**config.mk**
```make
export PLATFORM = sky130hd
export DESIGN_NAME = peripheral_bcd_to_binary
export DESIGN_NICKNAME = d
export VERILOG_FILES = /design/src/rtl/peripheral_bcd_to_binary.sv
export SDC_FILE = /design/constraint.sdc
export NUM_CORES = 1
export LEC_CHECK = 0
export ABC_AREA = 1
export BUFFER_PORTS_ARGS = -buffer_cell sky130_fd_sc_hd__buf_2
export CAP_MARGIN = 30
export CORE_MARGIN = 1
export CORE_UTILIZATION = 63
export DETAILED_ROUTE_END_ITERATION = 7
export MAX_ROUTING_LAYER = met4
export PLACE_DENSITY = 0.89
export SYNTH_ARGS = -nofsm -noshare
export SYNTH_HDL_FRONTEND = slang
export SYNTH_SLANG_ARGS = --single-unit
export TNS_END_PERCENT = 10
```
**constraint.sdc**
```tcl
create_clock -name clock -period 6.1 [get_ports clock]
set_input_delay 1.22 -clock clock [delete_from_list [all_inputs] [get_ports clock]]
set_output_delay 1.22 -clock clock [all_outputs]
set_load 0.01 [all_outputs]
```
**src/rtl/peripheral_bcd_to_binary.sv**
```systemverilog
// peripheral_bcd_to_binary
// J1 bus peripheral that converts a packed BCD operand ({bcd_hi, bcd_lo},
// DIGITS digits) to unsigned binary. The conversion is digit-serial, most
// significant digit first: acc = acc*10 + digit, one digit per clock.
//
// Register map (chip_select=1):
//   0x04 W  bcd_lo[15:0]   low four digits
//   0x08 W  bcd_hi[3:0]    top digit (data_input[3:0])
//   0x0C W  start          data_input[0]=1 issues a one-cycle start pulse
//   0x10 R  result         zero-extended
//   0x14 R  {31'b0, done}
//   0x18 R  {31'b0, error}
//
// Bus handshake: a write is accepted on any posedge where chip_select &&
// write; there is no back-pressure. Reads are not gated by the read strobe:
// data_output is a register that reloads from the addressed register on
// every posedge with chip_select=1 and a mapped read address, and holds
// otherwise.
//
// Optional build macro BCD2BIN_STRICT_EN: when defined, every digit is
// checked as it enters the accumulator; any digit above 9 makes the
// conversion finish with result=0 and error=1. When undefined, digits are
// used arithmetically as-is and error always reads 0.

module peripheral_bcd_to_binary #(
    parameter int DIGITS = 5,
    parameter int BIN_W  = 17
) (
    input  logic        clock,
    input  logic        reset,
    input  logic [15:0] data_input,
    input  logic        chip_select,
    input  logic [4:0]  address,
    input  logic        read,
    input  logic        write,
    output logic [31:0] data_output
);

    localparam int BCD_W = 4 * DIGITS;
    localparam int CNT_W = (DIGITS > 1) ? $clog2(DIGITS) : 1;
    localparam logic [CNT_W-1:0] CNT_LAST = CNT_W'(DIGITS - 1);

    localparam logic [4:0] ADDR_BCD_LO = 5'h04;
    localparam logic [4:0] ADDR_BCD_HI = 5'h08;
    localparam logic [4:0] ADDR_START  = 5'h0C;
    localparam logic [4:0] ADDR_RESULT = 5'h10;
    localparam logic [4:0] ADDR_DONE   = 5'h14;
    localparam logic [4:0] ADDR_ERROR  = 5'h18;

    typedef enum logic [1:0] {
        IDLE = 2'd0,
        CONV = 2'd1,
        FIN  = 2'd2
    } state_t;

    state_t r_state;
    state_t w_state_next;

    logic [15:0]      r_bcd_lo;
    logic [3:0]       r_bcd_hi;
    logic [BCD_W-1:0] r_shift;
    logic [CNT_W-1:0] r_cnt;
    logic [BIN_W-1:0] r_acc;
    logic [BIN_W-1:0] r_result;
    logic             r_done;
    logic             r_error;

    logic             w_wr;
    logic             w_start;
    logic [3:0]       w_digit;
    logic [BIN_W+3:0] w_acc_ext;
    logic [BIN_W+3:0] w_acc_next;
    logic             w_unused;

    // The read strobe only qualifies the bus cycle; the read mux is
    // registered on chip_select alone.
    assign w_unused = read;

    // The start pulse is decoded straight from the bus write, so IDLE acts
    // on the same edge as the start write and the pulse cannot outlive it.
    assign w_wr    = chip_select && write;
    assign w_start = w_wr && (address == ADDR_START) && data_input[0];

    // acc*10 + digit, computed 4 bits wider and truncated to BIN_W.
    assign w_digit    = r_shift[BCD_W-1 -: 4];
    assign w_acc_ext  = {4'b0000, r_acc};
    assign w_acc_next = (w_acc_ext << 3) + (w_acc_ext << 1)
                        + {{BIN_W{1'b0}}, w_digit};

    // State register.
    always_ff @(posedge clock) begin
        if (reset) begin
            r_state <= IDLE;
        end else begin
            r_state <= w_state_next;
        end
    end

    // Next-state logic: start only accepted in IDLE; CONV runs DIGITS cycles.
    always_comb begin
        w_state_next = r_state;
        case (r_state)
            IDLE: if (w_start) w_state_next = CONV;
            CONV: if (r_cnt == '0) w_state_next = FIN;
            FIN:  w_state_next = IDLE;
            default: w_state_next = IDLE;
        endcase
    end

    // Operand registers, written from the bus at any time.
    always_ff @(posedge clock) begin
        if (reset) begin
            r_bcd_lo <= '0;
            r_bcd_hi <= '0;
        end else if (w_wr) begin
            if (address == ADDR_BCD_LO) r_bcd_lo <= data_input;
            if (address == ADDR_BCD_HI) r_bcd_hi <= data_input[3:0];
        end
    end

    // Conversion datapath: snapshot, digit-serial accumulate, publish result.
    always_ff @(posedge clock) begin
        if (reset) begin
            r_shift  <= '0;
            r_cnt    <= '0;
            r_acc    <= '0;
            r_result <= '0;
            r_done   <= 1'b0;
            r_error  <= 1'b0;
        end else begin
            case (r_state)
                IDLE: begin
                    if (w_start) begin
                        r_shift <= {r_bcd_hi, r_bcd_lo};
                        r_cnt   <= CNT_LAST;
                        r_acc   <= '0;
                        r_done  <= 1'b0;
                        r_error <= 1'b0;
                    end
                end
                CONV: begin
                    r_acc   <= w_acc_next[BIN_W-1:0];
                    r_shift <= r_shift << 4;
                    r_cnt   <= r_cnt - 1'b1;
`ifdef BCD2BIN_STRICT_EN
                    if (w_digit > 4'd9) r_error <= 1'b1;
`endif
                end
                FIN: begin
                    r_result <= r_error ? '0 : r_acc;
                    r_done   <= 1'b1;
                end
                default: ;
            endcase
        end
    end

    // Registered read mux; holds for unmapped addresses and chip_select=0.
    always_ff @(posedge clock) begin
        if (reset) begin
            data_output <= '0;
        end else if (chip_select) begin
            case (address)
                ADDR_RESULT: data_output <= {{(32-BIN_W){1'b0}}, r_result};
                ADDR_DONE:   data_output <= {31'b0, r_done};
                ADDR_ERROR:  data_output <= {31'b0, r_error};
                default:     data_output <= data_output;
            endcase
        end
    end

endmodule
```
==> results of run 1 <==
[placed cells by master (no fill, tap or decap)]
cell        netlist  final
a21oi_1          58     58
a31oi_1           1      1
buf_2             5     41
buf_4            17      4
bufinv_16         0      1
clkbuf_1         20      1
clkbuf_8          0      9
clkinvlp_4        0      2
conb_1            1     15
dfxtp_1          97     97
fa_1              2      2
ha_1             30     30
inv_1            67     67
inv_2             2      2
inv_6             0      2
inv_8             0      1
nand2_1         163    163
nand2_2           2      2
nand3_1          21     21
nand3_2           1      1
nand3b_1          2      2
nand4_1           4      4
nor2_1          112    111
nor2_2            1      2
nor3_1            1      1
nor3_2            2      2
o211ai_1          1      1
o21ai_0          73     73
o21ai_1           8      8
o21ai_2           1      1
o22ai_1           1      1
xnor2_1           1      1
xor2_1            1      1
[cell families after synthesis]
kind of cell	count (synthesis)	synth area share, %
simple gates	309	25.5
compound gates	143	15.0
fa+ha+maj	32	8.60
xor+xnor	2	0.363
buf+inv	112	10.3
flops	97	40.2
other cells	1	0.0776
[per-stage QoR]
stage	area, um2	std cells	setup slack (ps)
final	5210	827	3420
after global routing	5210	827	3160
after CTS	5210	827	3420
after detailed placement	5010	811	3100
after global placement	5000	810	3230
after floorplan	4880	710	3850
[path summary, 6_finish.rpt]
path	startpoint	to	slack (ps)	depth (start not counted)
min reg2reg	r_bcd_lo[1]	r_bcd_lo[1]	460	2
max	r_state[0]	r_acc[11]	3420	8
min	r_bcd_lo[1]	r_bcd_lo[1]	460	2
max reg2reg	r_state[0]	r_acc[11]	3420	8
[registers in the layout, summed over array words and instances (netlist names)]
| signal | cells |
|---|---|
| r_done | 1 |
| r_bcd_hi | 4 |
| r_acc | 17 |
| r_bcd_lo | 16 |
| r_cnt | 3 |
| data_output | 17 |
| r_result | 17 |
| r_state | 2 |
| r_shift | 20 |
[per-layer routing]
metal  up-vias  share of wire [%]  global-route usage [%]
met3        36                5.3                    6.12
li1       2247                  -                       -
met4         0                2.8                    12.1
met5         -                  0                       -
met1      2058                 41                    32.6
met2       157                 50                    47.9
[cell type report]
type	instances	area, um2
Clock buffer	10	128
Sequential cell	97	1940
Timing Repair Buffer	45	235
Multi-Input combinational cell	501	2450
Inverter	69	259
Tap cell	99	124
Clock inverter	6	73.8
Fill cell	566	2120
[Yosys cell counts, types with 4 or more instances]
cell | instances | share of area (%)
buf_2 | 5 | 0.52
nor2_1 | 112 | 8.7
nand4_1 | 4 | 0.52
ha_1 | 30 | 7.8
buf_4 | 17 | 2.6
dfxtp_1 | 97 | 40
o21ai_1 | 8 | 0.83
inv_1 | 67 | 5.2
o21ai_0 | 73 | 7.6
clkbuf_1 | 20 | 1.6
nand2_1 | 163 | 13
a21oi_1 | 58 | 6.0
nand3_1 | 21 | 2.2
[power by group]
| group | internal, uW | switching [uW] |
|---|---|---|
| Sequential | 638 | 2.54 |
| Clock | 196 | 233 |
| Combinational | 14.8 | 31.1 |
| Total | 848 | 267 |
[critical path, delay by kind of cell, from the launching register on]
kind / cells / cell delay [ps]
buffers and inverters: 4 / 1530
AND/OR/NAND/NOR: 3 / 560
flip-flops: 1 / 320
AO/OA/AOI/OAI: 1 / 180
==> results.json, run 1 <==
{
  "wirelength_um": 10700,
  "leakage_uw": 0.00264,
  "grt_first_pass_wirelength_um": 17200,
  "die_area_um2": 8020,
  "cts-root-buf": "clkbuf_8",
  "end_kind": "flop",
  "crit_path_max_fanout": 33,
  "critPathMaxStageDelay_ps": 640,
  "max_freq_mhz": 373,
  "gp_congestion": 0.917,
  "postLayoutCoreUtil_pct": 71.1,
  "syn-mean-instance-area_um2": 6.94,
  "h-tree-depth": 3,
  "track_usage_pct": 28.4,
  "hold_slack_ps": 457,
  "insertion_delay_ps": 370,
  "antenna_left": 0,
  "vias_per_cell": 5.44,
  "grt_overflow_total": 0,
  "drc": 0,
  "final_hold_viol_count": 0,
  "drt_first_pass_iters": 5,
  "p_per_area_nw_per_um2": 214,
  "cp_common_cell": "inv_1",
  "antenna_cells": 0,
  "grt_pass1_vias": 3973,
  "cts_hold_buf": 0,
  "cts_tree": "built",
  "cp_slowest_cell": "inv_1",
  "synth_edf_count": 0,
  "place_hpwl_um": 7410,
  "synth-seq-area-share_pct": 40.2,
  "p_total_uw": 1120,
  "die_h_um": 89.6,
  "vias": 4498,
  "fin_skew_ps": 9.52,
  "antenna_found_initial": 0,
  "drv_slew": 0,
  "ys_ff_latch": 97,
  "cp.required_ps": 6400,
  "syn2layout_area_growth_pct": 7.79,
  "min_period_ps": 2680,
  "cap_violations": 0,
  "num_rows": 31,
  "synth-async-reset-ratio_pct": 0,
  "first_iter_violations": 330,
  "die_w_um": 89.6,
  "cts.clk_slew.worst_paths_ps": 100,
  "crit_chain": "inv_1 -> nor2_2 -> buf_4 -> inv_1 -> nand2_2 -> inv_2 -> nand2_1 -> a21oi_1",
  "worstMarginPinSlew_ps": 806,
  "initial_core_util_pct": 65.9,
  "wl_per_cell_um": 12.9,
  "setup_viol": 0,
  "ys.flop_type": "dfxtp_1",
  "rsz0062_at_grt": "no",
  "setup-tns-final_ps": 0,
  "relSlewSlack_pct": 46.2,
  "io_pins": 58,
  "grt_max_degree": 46,
  "yosys_warnings": 0,
  "post-route-period-util_pct": 44.0,
  "status": "finished clean",
  "cts_resized": 0,
  "drive_gt1_share_pct": 9.62,
  "portBuffers": 41,
  "syn-cell-area_um2": 4830,
  "layout.nets": 781,
  "cts.path.max_buffers": 2,
  "cts_setup_buffers": 0,
  "vdd_drop_max_mv": 0.153,
  "synth_cells": 696,
  "path_class": "flop to flop",
  "cts-buffers-inserted": 9,
  "startpoint_type": "flop",
  "arrival_ps": 2980,
  "core_area_um2": 7330,
  "hold_class": "flop to flop",
  "cts_sinks": 97,
  "synth_cell_type_count": 29
}
(Power assumes the default switching activity.)
==> run 2, diff against run 1 <==
Settings changed: CORE_UTILIZATION 63 to 53, PLACE_DENSITY 0.89 to 0.81.
Clock period 6.1 ns to 2.3 ns, I/O delays scaled along.
==> results.json, run 2 (synthesis gave the netlist of run 1 again) <==
{
  "status": "finished clean",
  "gp_congestion": 0.874,
  "antenna_found_initial": 0,
  "drv_slew": 0,
  "min_period_ps": 2170,
  "vias_per_cell": 5.20,
  "place_hpwl_um": 7240,
  "cts-root-buf": "clkbuf_8",
  "cts_setup_buffers": 0,
  "antenna_left": 0,
  "worstMarginPinSlew_ps": 692,
  "wl_per_cell_um": 12.1,
  "regMostFlops": "r_shift",
  "vdd_drop_max_mv": 0.487,
  "rsz0062_at_grt": "yes",
  "wirelength_um": 10200,
  "insertion_delay_ps": 360,
  "die_w_um": 97.5,
  "track_usage_pct": 22.9,
  "num_rows": 34,
  "worstReg2RegEnd": "r_acc[16]",
  "internal_power_uw": 2170,
  "cp.required_ps": 2600,
  "power_frac_comb_pct": 4.2,
  "grt_pass1_vias": 4120,
  "cts.path.max_buffers": 2,
  "postLayoutCoreUtil_pct": 59.8,
  "layout.nets": 784,
  "drt_first_pass_iters": 4,
  "cts-buffers-inserted": 9,
  "post-route-period-util_pct": 94.2,
  "final_cell_mix": "162 x nand2_1, 111 x nor2_1, 95 x dfxtp_1",
  "seq_power_share_pct": 59.4,
  "hold_depth": 3,
  "drive_gt1_share_pct": 10.8,
  "die_h_um": 97.5,
  "core_area_um2": 8760,
  "min-delay-start": "data_input[7]",
  "cts_sinks": 97,
  "io_pins": 58,
  "arrival_ps": 2470,
  "vias": 4361,
  "end_kind": "flop",
  "fin_skew_ps": 11.1,
  "dpl_cell_area_um2": 5040,
  "final_hold_viol_count": 0,
  "pwr-share-clk_pct": 36.4,
  "hold_class": "input port to flop",
  "h-tree-depth": 3,
  "first_iter_violations": 196,
  "min_to": "r_bcd_lo[7]",
  "critPathLaunch": "r_shift[19]",
  "grt_max_degree": 72,
  "cts.clk_slew.worst_paths_ps": 100,
  "cap_violations": 0,
  "p_switching_uw": 691,
  "power_switching_share_pct": 24.2,
  "path_class": "flop to flop",
  "syn2layout_area_growth_pct": 8.49,
  "crit_path_max_fanout": 4,
  "grt_overflow_total": 0,
  "stdcell_area_um2": 5240,
  "post-place-ws_ps": 44.4,
  "r2r_cells": 13,
  "cts_resized": 0,
  "relSlewSlack_pct": 53.9,
  "setup_slack_ps": 134,
  "startpoint_type": "flop",
  "p_per_area_nw_per_um2": 545,
  "antenna_cells": 0,
  "r2r-start": "r_shift[19]",
  "final_common_cell": "nand2_1",
  "die_area_um2": 9500,
  "leakage_uw": 0.00265,
  "cts_tree": "built",
  "grt_first_pass_wirelength_um": 17600,
  "max_freq_mhz": 462,
  "cts_hold_buf": 0,
  "initial_core_util_pct": 55.1,
  "portBuffers": 41,
  "largest_reg_flops": 20,
  "drc": 0,
  "setup_viol": 0,
  "rrSetupSlack_ps": 130
}
==> run 2: changes by cell type in the layout (fill, tap and decap cells not counted), sizes merged <==
cell,delta
inv,-1
buf,+3
clkinvlp,+1
bufinv,-1
clkinv,+1
==> run 2: power by group through the flow <==
| stage | combinational [uW] | sequential [uW] | clock, uW |
|---|---|---|---|
| 2_1_floorplan | 87.6 | 1740 | 0 |
| 3_3_place_gp | 117 | 1740 | 0 |
| 3_5_place_dp | 119 | 1740 | 0 |
| 4_1_cts | 120 | 1700 | 1070 |
| 5_1_grt | 136 | 1700 | 1140 |
| 6_report | 120 | 1700 | 1040 |
==> run 2: worst max-delay path by stage <==
stage	to	slack, ps
2_1_floorplan	r_acc[16]	230
3_3_place_gp	r_acc[16]	100
3_5_place_dp	r_acc[16]	40
4_1_cts	r_acc[16]	20
5_1_grt	r_acc[16]	-20
6_report	r_acc[16]	130
==> run 2: area by class of cell <==
type,instances,area [um2]
inverters,69,259
repair buffers,48,258
clock inverters,6,51.3
clock buffers,10,138
flip-flops and latches,97,1940
well taps,108,135
multi-input cells,501,2460
fillers,831,3520
==> run 2: worst max-delay path: stages, from the launching register on <==
cell	delay, ps
dfxtp_1	340
inv_1	60
fa_1	530
inv_1	80
fa_2	410
nand2_1	90
nand2_1	60
nand3_1	90
nand2_2	80
nand2_1	80
nand2_1	50
nand2_1	60
nand3_1	60
a21oi_1	130
==> run 2: metrics by stage <==
step / hold WS (ps) / TNS, ps / instances / total power (uW)
2_1_floorplan: 424 / 0 / 710 / 1830
3_5_place_dp: 437 / 0 / 823 / 1860
4_1_cts: 327 / 0 / 839 / 2890
6_report: 340 / 0 / 839 / 2860
5_1_grt: 349 / -20.8 / 839 / 2980
3_3_place_gp: 431 / 0 / 823 / 1850
==> run 2: metal layers <==
metal	track usage [%]	vias to the layer above	share of wire (%)
met3	4.60	32	4.0
met4	9.84	0	3.1
met2	39.4	113	50
li1	-	2252	-
met5	-	-	0
met1	25.6	1964	43
